$ cat src/rtl/alu_multicycle_pkg.sv
// Shared definitions for the multi-cycle ALU: operation encodings, FSM states
// and a small decode helper.
package alu_pkg;

  localparam logic [3:0] ALU_ADD = 4'b0000;
  localparam logic [3:0] ALU_SUB = 4'b0001;
  localparam logic [3:0] ALU_AND = 4'b0010;
  localparam logic [3:0] ALU_XOR = 4'b0011;
  localparam logic [3:0] ALU_SLL = 4'b0100;
  localparam logic [3:0] ALU_OR  = 4'b0101;
  localparam logic [3:0] ALU_SRL = 4'b0110;
  localparam logic [3:0] ALU_SRA = 4'b0111;
  localparam logic [3:0] ALU_MUL = 4'b1000;

  typedef enum logic [1:0] {
    IDLE  = 2'd0,
    SHIFT = 2'd1,
    MUL   = 2'd2,
    DONE  = 2'd3
  } state_e;

  function automatic logic is_shift(input logic [3:0] op);
    return (op == ALU_SLL) || (op == ALU_SRL) || (op == ALU_SRA);
  endfunction

endpackage

$ cat src/rtl/alu_multicycle_if.sv
// Operand/result handshake bundle between the execute stage and the ALU.
interface alu_multicycle_if #(
  parameter int WIDTH = 32
);
  logic [WIDTH-1:0] In_A;
  logic [WIDTH-1:0] In_B;
  logic [3:0]       ALUControl;
  logic             in_valid;
  logic             in_ready;
  logic [WIDTH-1:0] Out_ALU;
  logic             Zero;
  logic             out_valid;
  logic             out_ready;

  modport master (
    output In_A, In_B, ALUControl, in_valid, out_ready,
    input  in_ready, Out_ALU, Zero, out_valid
  );

  modport slave (
    input  In_A, In_B, ALUControl, in_valid, out_ready,
    output in_ready, Out_ALU, Zero, out_valid
  );
endinterface

$ cat src/rtl/alu_iter_unit.sv
// Iterative datapath for shifts (one bit per step) and radix-2 shift-add multiply.
// Loaded on start, advanced on step; last flags the final step.
module alu_iter_unit
  import alu_pkg::*;
#(
  parameter int WIDTH = 32,
  parameter int SHW   = $clog2(WIDTH)
) (
  input  logic             clk,
  input  logic             rst_n,
  input  logic             start,
  input  logic             step,
  input  logic [3:0]       op,
  input  logic [WIDTH-1:0] a,
  input  logic [WIDTH-1:0] b,
  output logic [WIDTH-1:0] acc,
  output logic             last
);

  // One extra counter bit so a multiply can count a full WIDTH steps.
  localparam int CW = SHW + 1;
  localparam logic [CW-1:0] CNT_MUL = CW'(WIDTH);

  logic [WIDTH-1:0] acc_r;
  logic [WIDTH-1:0] mcand_r;
  logic [WIDTH-1:0] mplier_r;
  logic [CW-1:0]    cnt_r;
  logic [3:0]       op_r;

  // Operand load on start, one shift/add iteration per step.
  always_ff @(posedge clk or negedge rst_n) begin
    if (!rst_n) begin
      acc_r    <= {WIDTH{1'b0}};
      mcand_r  <= {WIDTH{1'b0}};
      mplier_r <= {WIDTH{1'b0}};
      cnt_r    <= {CW{1'b0}};
      op_r     <= 4'b0000;
    end else if (start) begin
      op_r     <= op;
      mcand_r  <= a;
      mplier_r <= b;
      if (op == ALU_MUL) begin
        acc_r <= {WIDTH{1'b0}};
        cnt_r <= CNT_MUL;
      end else begin
        acc_r <= a;
        cnt_r <= {1'b0, b[SHW-1:0]};
      end
    end else if (step && (cnt_r != {CW{1'b0}})) begin
      cnt_r <= cnt_r - CW'(1);
      case (op_r)
        ALU_SLL: acc_r <= {acc_r[WIDTH-2:0], 1'b0};
        ALU_SRL: acc_r <= {1'b0, acc_r[WIDTH-1:1]};
        ALU_SRA: acc_r <= {acc_r[WIDTH-1], acc_r[WIDTH-1:1]};
        ALU_MUL: begin
          if (mplier_r[0]) begin
            acc_r <= acc_r + mcand_r;
          end else begin
            acc_r <= acc_r;
          end
          mcand_r  <= {mcand_r[WIDTH-2:0], 1'b0};
          mplier_r <= {1'b0, mplier_r[WIDTH-1:1]};
        end
        default: acc_r <= acc_r;
      endcase
    end else begin
      acc_r <= acc_r;
    end
  end

  assign acc  = acc_r;
  assign last = (cnt_r == CW'(1));

endmodule

$ cat src/rtl/alu_multicycle.sv
// Multi-cycle ALU with valid/ready handshakes. Single-cycle ops resolve from
// captured operands; shifts and multiply run in alu_iter_unit.
module alu_multicycle
  import alu_pkg::*;
#(
  parameter int WIDTH = 32
) (
  input  logic        clk,
  input  logic        rst_n,
  alu_multicycle_if.slave bus
);

  localparam int SHW = $clog2(WIDTH);

  state_e           state_r;
  state_e           state_s;
  logic [WIDTH-1:0] a_r;
  logic [WIDTH-1:0] b_r;
  logic [3:0]       op_r;
  logic [WIDTH-1:0] out_alu_r;
  logic             out_valid_r;
  logic [WIDTH-1:0] result_s;
  logic [WIDTH-1:0] iter_acc_s;
  logic             iter_last_s;
  logic             accept_s;
  logic             step_s;

  assign accept_s      = bus.in_valid && (state_r == IDLE);
  assign bus.in_ready  = (state_r == IDLE);
  assign bus.Out_ALU   = out_alu_r;
  assign bus.Zero      = (out_alu_r == {WIDTH{1'b0}});
  assign bus.out_valid = out_valid_r;

  alu_iter_unit #(
    .WIDTH (WIDTH),
    .SHW   (SHW)
  ) u_iter (
    .clk   (clk),
    .rst_n (rst_n),
    .start (accept_s),
    .step  (step_s),
    .op    (bus.ALUControl),
    .a     (bus.In_A),
    .b     (bus.In_B),
    .acc   (iter_acc_s),
    .last  (iter_last_s)
  );

  // Next-state decode and iteration enable.
  always_comb begin
    state_s = state_r;
    step_s  = 1'b0;
    case (state_r)
      IDLE: begin
        if (!accept_s) begin
          state_s = IDLE;
        end else if (bus.ALUControl == ALU_MUL) begin
          state_s = MUL;
        end else if (is_shift(bus.ALUControl) && (bus.In_B[SHW-1:0] != {SHW{1'b0}})) begin
          state_s = SHIFT;
        end else begin
          state_s = DONE;
        end
      end
      SHIFT, MUL: begin
        step_s = 1'b1;
        if (iter_last_s) begin
          state_s = DONE;
        end else begin
          state_s = state_r;
        end
      end
      DONE: begin
        if (out_valid_r && bus.out_ready) begin
          state_s = IDLE;
        end else begin
          state_s = DONE;
        end
      end
      default: state_s = IDLE;
    endcase
  end

  // Result select; shifts (including shamt 0) and multiply come from the iterator.
  always_comb begin
    result_s = {WIDTH{1'b0}};
    case (op_r)
      ALU_ADD: result_s = a_r + b_r;
      ALU_SUB: result_s = a_r - b_r;
      ALU_AND: result_s = a_r & b_r;
      ALU_XOR: result_s = a_r ^ b_r;
      ALU_OR:  result_s = a_r | b_r;
      ALU_SLL, ALU_SRL, ALU_SRA, ALU_MUL: result_s = iter_acc_s;
      default: result_s = {WIDTH{1'b0}};
    endcase
  end

  // State, operand capture and registered result/valid.
  always_ff @(posedge clk or negedge rst_n) begin
    if (!rst_n) begin
      state_r     <= IDLE;
      a_r         <= {WIDTH{1'b0}};
      b_r         <= {WIDTH{1'b0}};
      op_r        <= 4'b0000;
      out_alu_r   <= {WIDTH{1'b0}};
      out_valid_r <= 1'b0;
    end else begin
      state_r <= state_s;
      if (accept_s) begin
        a_r  <= bus.In_A;
        b_r  <= bus.In_B;
        op_r <= bus.ALUControl;
      end else begin
        op_r <= op_r;
      end
      // Result is latched on the first DONE cycle, then held until consumed.
      if ((state_r == DONE) && !out_valid_r) begin
        out_alu_r   <= result_s;
        out_valid_r <= 1'b1;
      end else if ((state_r == DONE) && bus.out_ready) begin
        out_valid_r <= 1'b0;
      end else begin
        out_valid_r <= out_valid_r;
      end
    end
  end

endmodule

$ cat src/flat_wrapper.sv
// flat-port wrapper written by rule: the top's interface ports become plain ports
module alu_multicycle_flat import alu_pkg::*;
#(
  parameter int WIDTH = 32
)
  (clk, rst_n, bus_In_A, bus_In_B, bus_ALUControl, bus_in_valid, bus_out_ready, bus_in_ready, bus_Out_ALU, bus_Zero, bus_out_valid);
  alu_multicycle_if #(.WIDTH(WIDTH)) bus_i ();
  input  logic clk;
  input  logic rst_n;
  input wire logic [$bits(bus_i.In_A)-1:0] bus_In_A;
  input wire logic [$bits(bus_i.In_B)-1:0] bus_In_B;
  input wire logic [$bits(bus_i.ALUControl)-1:0] bus_ALUControl;
  input wire logic [$bits(bus_i.in_valid)-1:0] bus_in_valid;
  input wire logic [$bits(bus_i.out_ready)-1:0] bus_out_ready;
  output wire logic [$bits(bus_i.in_ready)-1:0] bus_in_ready;
  output wire logic [$bits(bus_i.Out_ALU)-1:0] bus_Out_ALU;
  output wire logic [$bits(bus_i.Zero)-1:0] bus_Zero;
  output wire logic [$bits(bus_i.out_valid)-1:0] bus_out_valid;
  assign bus_i.In_A = bus_In_A;
  assign bus_i.In_B = bus_In_B;
  assign bus_i.ALUControl = bus_ALUControl;
  assign bus_i.in_valid = bus_in_valid;
  assign bus_i.out_ready = bus_out_ready;
  assign bus_in_ready = bus_i.in_ready;
  assign bus_Out_ALU = bus_i.Out_ALU;
  assign bus_Zero = bus_i.Zero;
  assign bus_out_valid = bus_i.out_valid;
  alu_multicycle #(.WIDTH(WIDTH)) u_core (.clk(clk), .rst_n(rst_n), .bus(bus_i));
endmodule
$ cat config.mk
export PLATFORM = sky130hd
export DESIGN_NAME = alu_multicycle_flat
export DESIGN_NICKNAME = d
export VERILOG_FILES = /design/src/rtl/alu_multicycle_pkg.sv /design/src/rtl/alu_multicycle_if.sv /design/src/rtl/alu_iter_unit.sv /design/src/rtl/alu_multicycle.sv /design/src/flat_wrapper.sv
export SDC_FILE = /design/constraint.sdc
export NUM_CORES = 1
export LEC_CHECK = 0
export CAP_MARGIN = 30
export CORE_ASPECT_RATIO = 2
export CORE_MARGIN = 2
export CORE_UTILIZATION = 35
export CTS_BUF_LIST = sky130_fd_sc_hd__clkbuf_4
export DETAILED_ROUTE_END_ITERATION = 7
export GPL_TIMING_DRIVEN = 1
export PLACE_DENSITY_LB_ADDON = 0.12
export SYNTH_ARGS = -nofsm -noshare
export SYNTH_HDL_FRONTEND = slang
export SYNTH_SLANG_ARGS = --single-unit
$ cat constraint.sdc
create_clock -name clk -period 9.24 [get_ports clk]
set_input_delay 1.848 -clock clk [delete_from_list [all_inputs] [get_ports clk]]
set_output_delay 1.848 -clock clk [all_outputs]
set_load 0.005 [all_outputs]
==> results.sh <==
export IMPL_status="finished clean"
export IMPL_fillers=4236
export IMPL_crit_fanout=12
export IMPL_synth_area_um2=14130
export IMPL_drc=0
export IMPL_max_freq_ghz=0.1918
export IMPL_cp_required_ns=9.83
export IMPL_timing_worst_slew_pin_value_ns=0.9760
export IMPL_final_layout_size_suffix_gt1_share_pct=6.544
export IMPL_syn_inst=1663
export IMPL_die_h_um=288.1
export IMPL_drt_iter0_drc=879
export IMPL_startpoint="u_core.op_r[3]"
export IMPL_dieWidth_um=146.1
export IMPL_ys_seq_area_share_pct=36.32
export IMPL_cts_hold_buffers=0
export IMPL_slew_viol_final=0
export IMPL_rsz0062_at_grt="no"
export IMPL_drtAntennaViolNets=0
export IMPL_crit_path_max_incr_delay_ns=0.78
export IMPL_syn_avg_cell_area_um2=8.494
export IMPL_holdWs_ns=0.4991
export IMPL_min_from="u_core.u_iter.mplier_r[4]"
export IMPL_finalSetupViolCount=0
export IMPL_grt_pass1_vias=13650
export IMPL_synth_edff_count=0
export IMPL_r2r_start="u_core.op_r[3]"
export IMPL_io_buffers=106
export IMPL_min_period_ns=5.215
export IMPL_cts_repair_resized=0
export IMPL_critPathTopFamily="simple AND/OR/NAND/NOR gates"
export IMPL_vias_per_cell=5.687
export IMPL_r2r_slack_ns=4.02
export IMPL_setup_tns_ns=0
export IMPL_crit_path_end_kind="flop"
export IMPL_ir_worst_vdd_mv=0.1334
export IMPL_grtUsageMet1_pct=27.14
export IMPL_synth_ff_type="dfrtp_1"
export IMPL_grt_ovfl_total=0
export IMPL_clkTransAtPathRegs_ns=0.08
export IMPL_leakage_nw=7.122
export IMPL_hold_viol=0
export IMPL_root_buffer="clkbuf_4"
export IMPL_async_flop_share_pct=100.0
export IMPL_met2_usage_pct=45.04
export IMPL_cap_violations=0
export IMPL_fin_crit_sh_pct=56.44
export IMPL_wirelength_mm=50.58
export IMPL_crit_type="reg -> reg"
export IMPL_grt_use_met3_pct=2.726
export IMPL_hpwlAfterDp_mm=37.57
export IMPL_grt_first_pass_wirelength_mm=78.77
export IMPL_row_count=104
export IMPL_start_kind="flop"
export IMPL_cp_arrival_ns=5.80
export IMPL_fin_nets=1957
export IMPL_power_per_cell_area_nw_per_um2=450.2
export IMPL_drtPass1Iterations=7
export IMPL_min_path_type="reg -> reg"
export IMPL_cts_buffers=51
export IMPL_yosysWarnings=0
export IMPL_clk_latency_ns=0.78
export IMPL_grt_total_usage_pct=23.94
export IMPL_yosysUniqueCellTypes=69
export IMPL_num_vias=13190
export IMPL_initial_core_util_pct=35.25
export IMPL_syn_to_final_growth_pct=15.55
export IMPL_grt_busiest_layer="met2"
export IMPL_clock_path_buffers=3
export IMPL_path_cells="nor3_1, and2_1, nor2_1, xnor2_1, ha_1, o21a_1, o31a_1, o31ai_1, a31oi_1, or4_1, a31o_2, a21oi_1, xor2_1, o221ai_1"
export IMPL_grt_start_max_net_pins=116
export IMPL_die_area_um2=42080
export IMPL_gp_congestion=0.9158
export IMPL_synth_seq_cells=205
export IMPL_syn_nets=1869
export IMPL_fin_worst_skew_ns=0.06236
export IMPL_critPathBufInv=0
export IMPL_antenna_found_initial=1
export IMPL_drt_wirelength_per_cell_um=21.81
export IMPL_slew_headroom_pct=34.93
export IMPL_coreArea_um2=40080
export IMPL_io_pins=107
export IMPL_cts_tree="yes"
export IMPL_clkSinkCount=205
export IMPL_htreeDepth=2
export IMPL_post_cts_buffers=0
export IMPL_crit_slowest_cell="nor3_1"
==> state kept, by name, summed over array words and instances (netlist names) <==
register,count
u_core.u_iter.mplier_r,32
u_core.op_r,4
u_core.bus.out_valid,1
u_core.b_r,32
u_core.u_iter.mcand_r,32
u_core.u_iter.cnt_r,6
u_core.state_r,2
u_core.a_r,32
u_core.u_iter.acc,32
u_core.bus.Out_ALU,32
==> per-stage QoR <==
stage	instances	worst slack [ns]	total power, mW	util [%]	cell area [um^2]
final	2319	4.025	7.349	40.73	16320
after global routing	2319	3.846	8.017	40.73	16320
after CTS	2318	3.978	7.387	40.72	16320
after detailed placement	2228	4.089	6.557	39.17	15700
after global placement	2227	4.291	6.490	39.14	15690
after floorplan	1663	5.243	5.119	-	14130
==> cell usage in the layout, fill, tap and decap left out, drive strengths merged, types with 3 or more instances in the layout <==
cell type	count
o21ai	160
o31ai	15
inv	90
nand3	15
nor3b	3
o211ai	5
clkdlybuf4s50	105
a221oi	27
nor4	14
o41ai	6
a21oi	108
o22ai	7
nand4	12
dfrtp	205
nand2b	10
clkinv	21
o21bai	7
nor2b	10
a22oi	32
ha	132
xnor2	63
a21o	33
mux2i	4
xor2	23
nand2	218
nor2	140
and3	15
a211oi	11
buf	23
and2	11
or4	6
nor3	18
a221o	10
o21a	22
clkbuf	67
o221ai	33
a31oi	73
==> cells in the mapped netlist, types with 9 or more instances <==
cell type	n	area, um^2
o21ai_0	156	780.8
dfrtp_1	205	5130
and2_1	9	56.30
ha_1	132	1652
a22oi_1	32	240.2
a31oi_1	73	456.7
xor2_1	23	201.4
nand4_1	12	75.07
a21o_1	33	247.7
a21oi_1	108	540.5
nor4_1	13	81.33
inv_1	89	334.1
nor2_1	140	525.5
clkbuf_1	85	319.1
o221ai_1	33	289.0
o21a_1	22	165.2
a211oi_1	11	82.58
o31ai_1	14	105.1
a221oi_1	26	227.7
a221o_1	10	100.1
nand2b_1	10	62.56
nand2_1	217	814.5
nand3_1	15	75.07
xnor2_1	63	551.8
and3_1	14	87.58
nor3_1	18	90.09
nor2b_1	10	62.56
==> cells by family (layout without fill, tap and decap cells) <==
| group | after synthesis | after routing | synth area share, % |
|---|---|---|---|
| AO/OA/AOI/OAI | 573 | 573 | 26.14 |
| XOR/XNOR | 86 | 86 | 5.332 |
| adder cells (fa/ha/maj) | 134 | 134 | 11.98 |
| buffers and inverters | 182 | 307 | 4.996 |
| flip-flops | 205 | 205 | 36.32 |
| multiplexers | 4 | 4 | 0.2834 |
| other | 0 | 1 | 0 |
| AND/OR/NAND/NOR | 479 | 479 | 14.96 |
==> area by class of cell <==
cell class	instances	area [um^2]	area share, %
Timing Repair Buffer	128	1239	7.589
Multi-Input combinational cell	1276	8334	51.06
Tap cell	530	663.1	4.063
Clock inverter	23	117.6	0.7205
Sequential cell	205	5130	31.43
Antenna cell	1	2.502	0.01533
Clock buffer	67	503.0	3.081
Inverter	89	334.1	2.047
==> worst reg2reg max path, cell delays in order, from the launching register on <==
cell and delay (ns):
dfrtp_1 0.48, nor3_1 0.78, and2_1 0.68, nor2_1 0.12, xnor2_1 0.16, ha_1 0.33, o21a_1 0.19, o31a_1 0.14
o31ai_1 0.67, a31oi_1 0.30, or4_1 0.48, a31o_2 0.25, a21oi_1 0.16, xor2_1 0.16, o221ai_1 0.13
==> power breakdown <==
group	switching, mW	internal [mW]	total, mW
registers	0.516	1.32	1.84
clock network	0.421	0.366	0.787
logic	2.76	1.96	4.72
==> worst paths after layout <==
kind	endpoint	cells past startpoint
setup / recovery	u_core.bus.Out_ALU[25]	14
hold / removal	u_core.u_iter.mplier_r[3]	2
setup reg to reg	u_core.bus.Out_ALU[25]	14
hold reg to reg	u_core.u_iter.mplier_r[3]	2
max in group asynchronous	u_core.b_r[28]	2
min in group asynchronous	u_core.bus.out_valid	1
==> per-layer routing <==
layer | share of wire [%] | up-vias
met2 | 53 | 351
met3 | 3.8 | 115
met4 | 3.9 | 0
met1 | 39 | 6515
met5 | 0 | -
li1 | - | 6207
(Power assumes the default switching activity.)
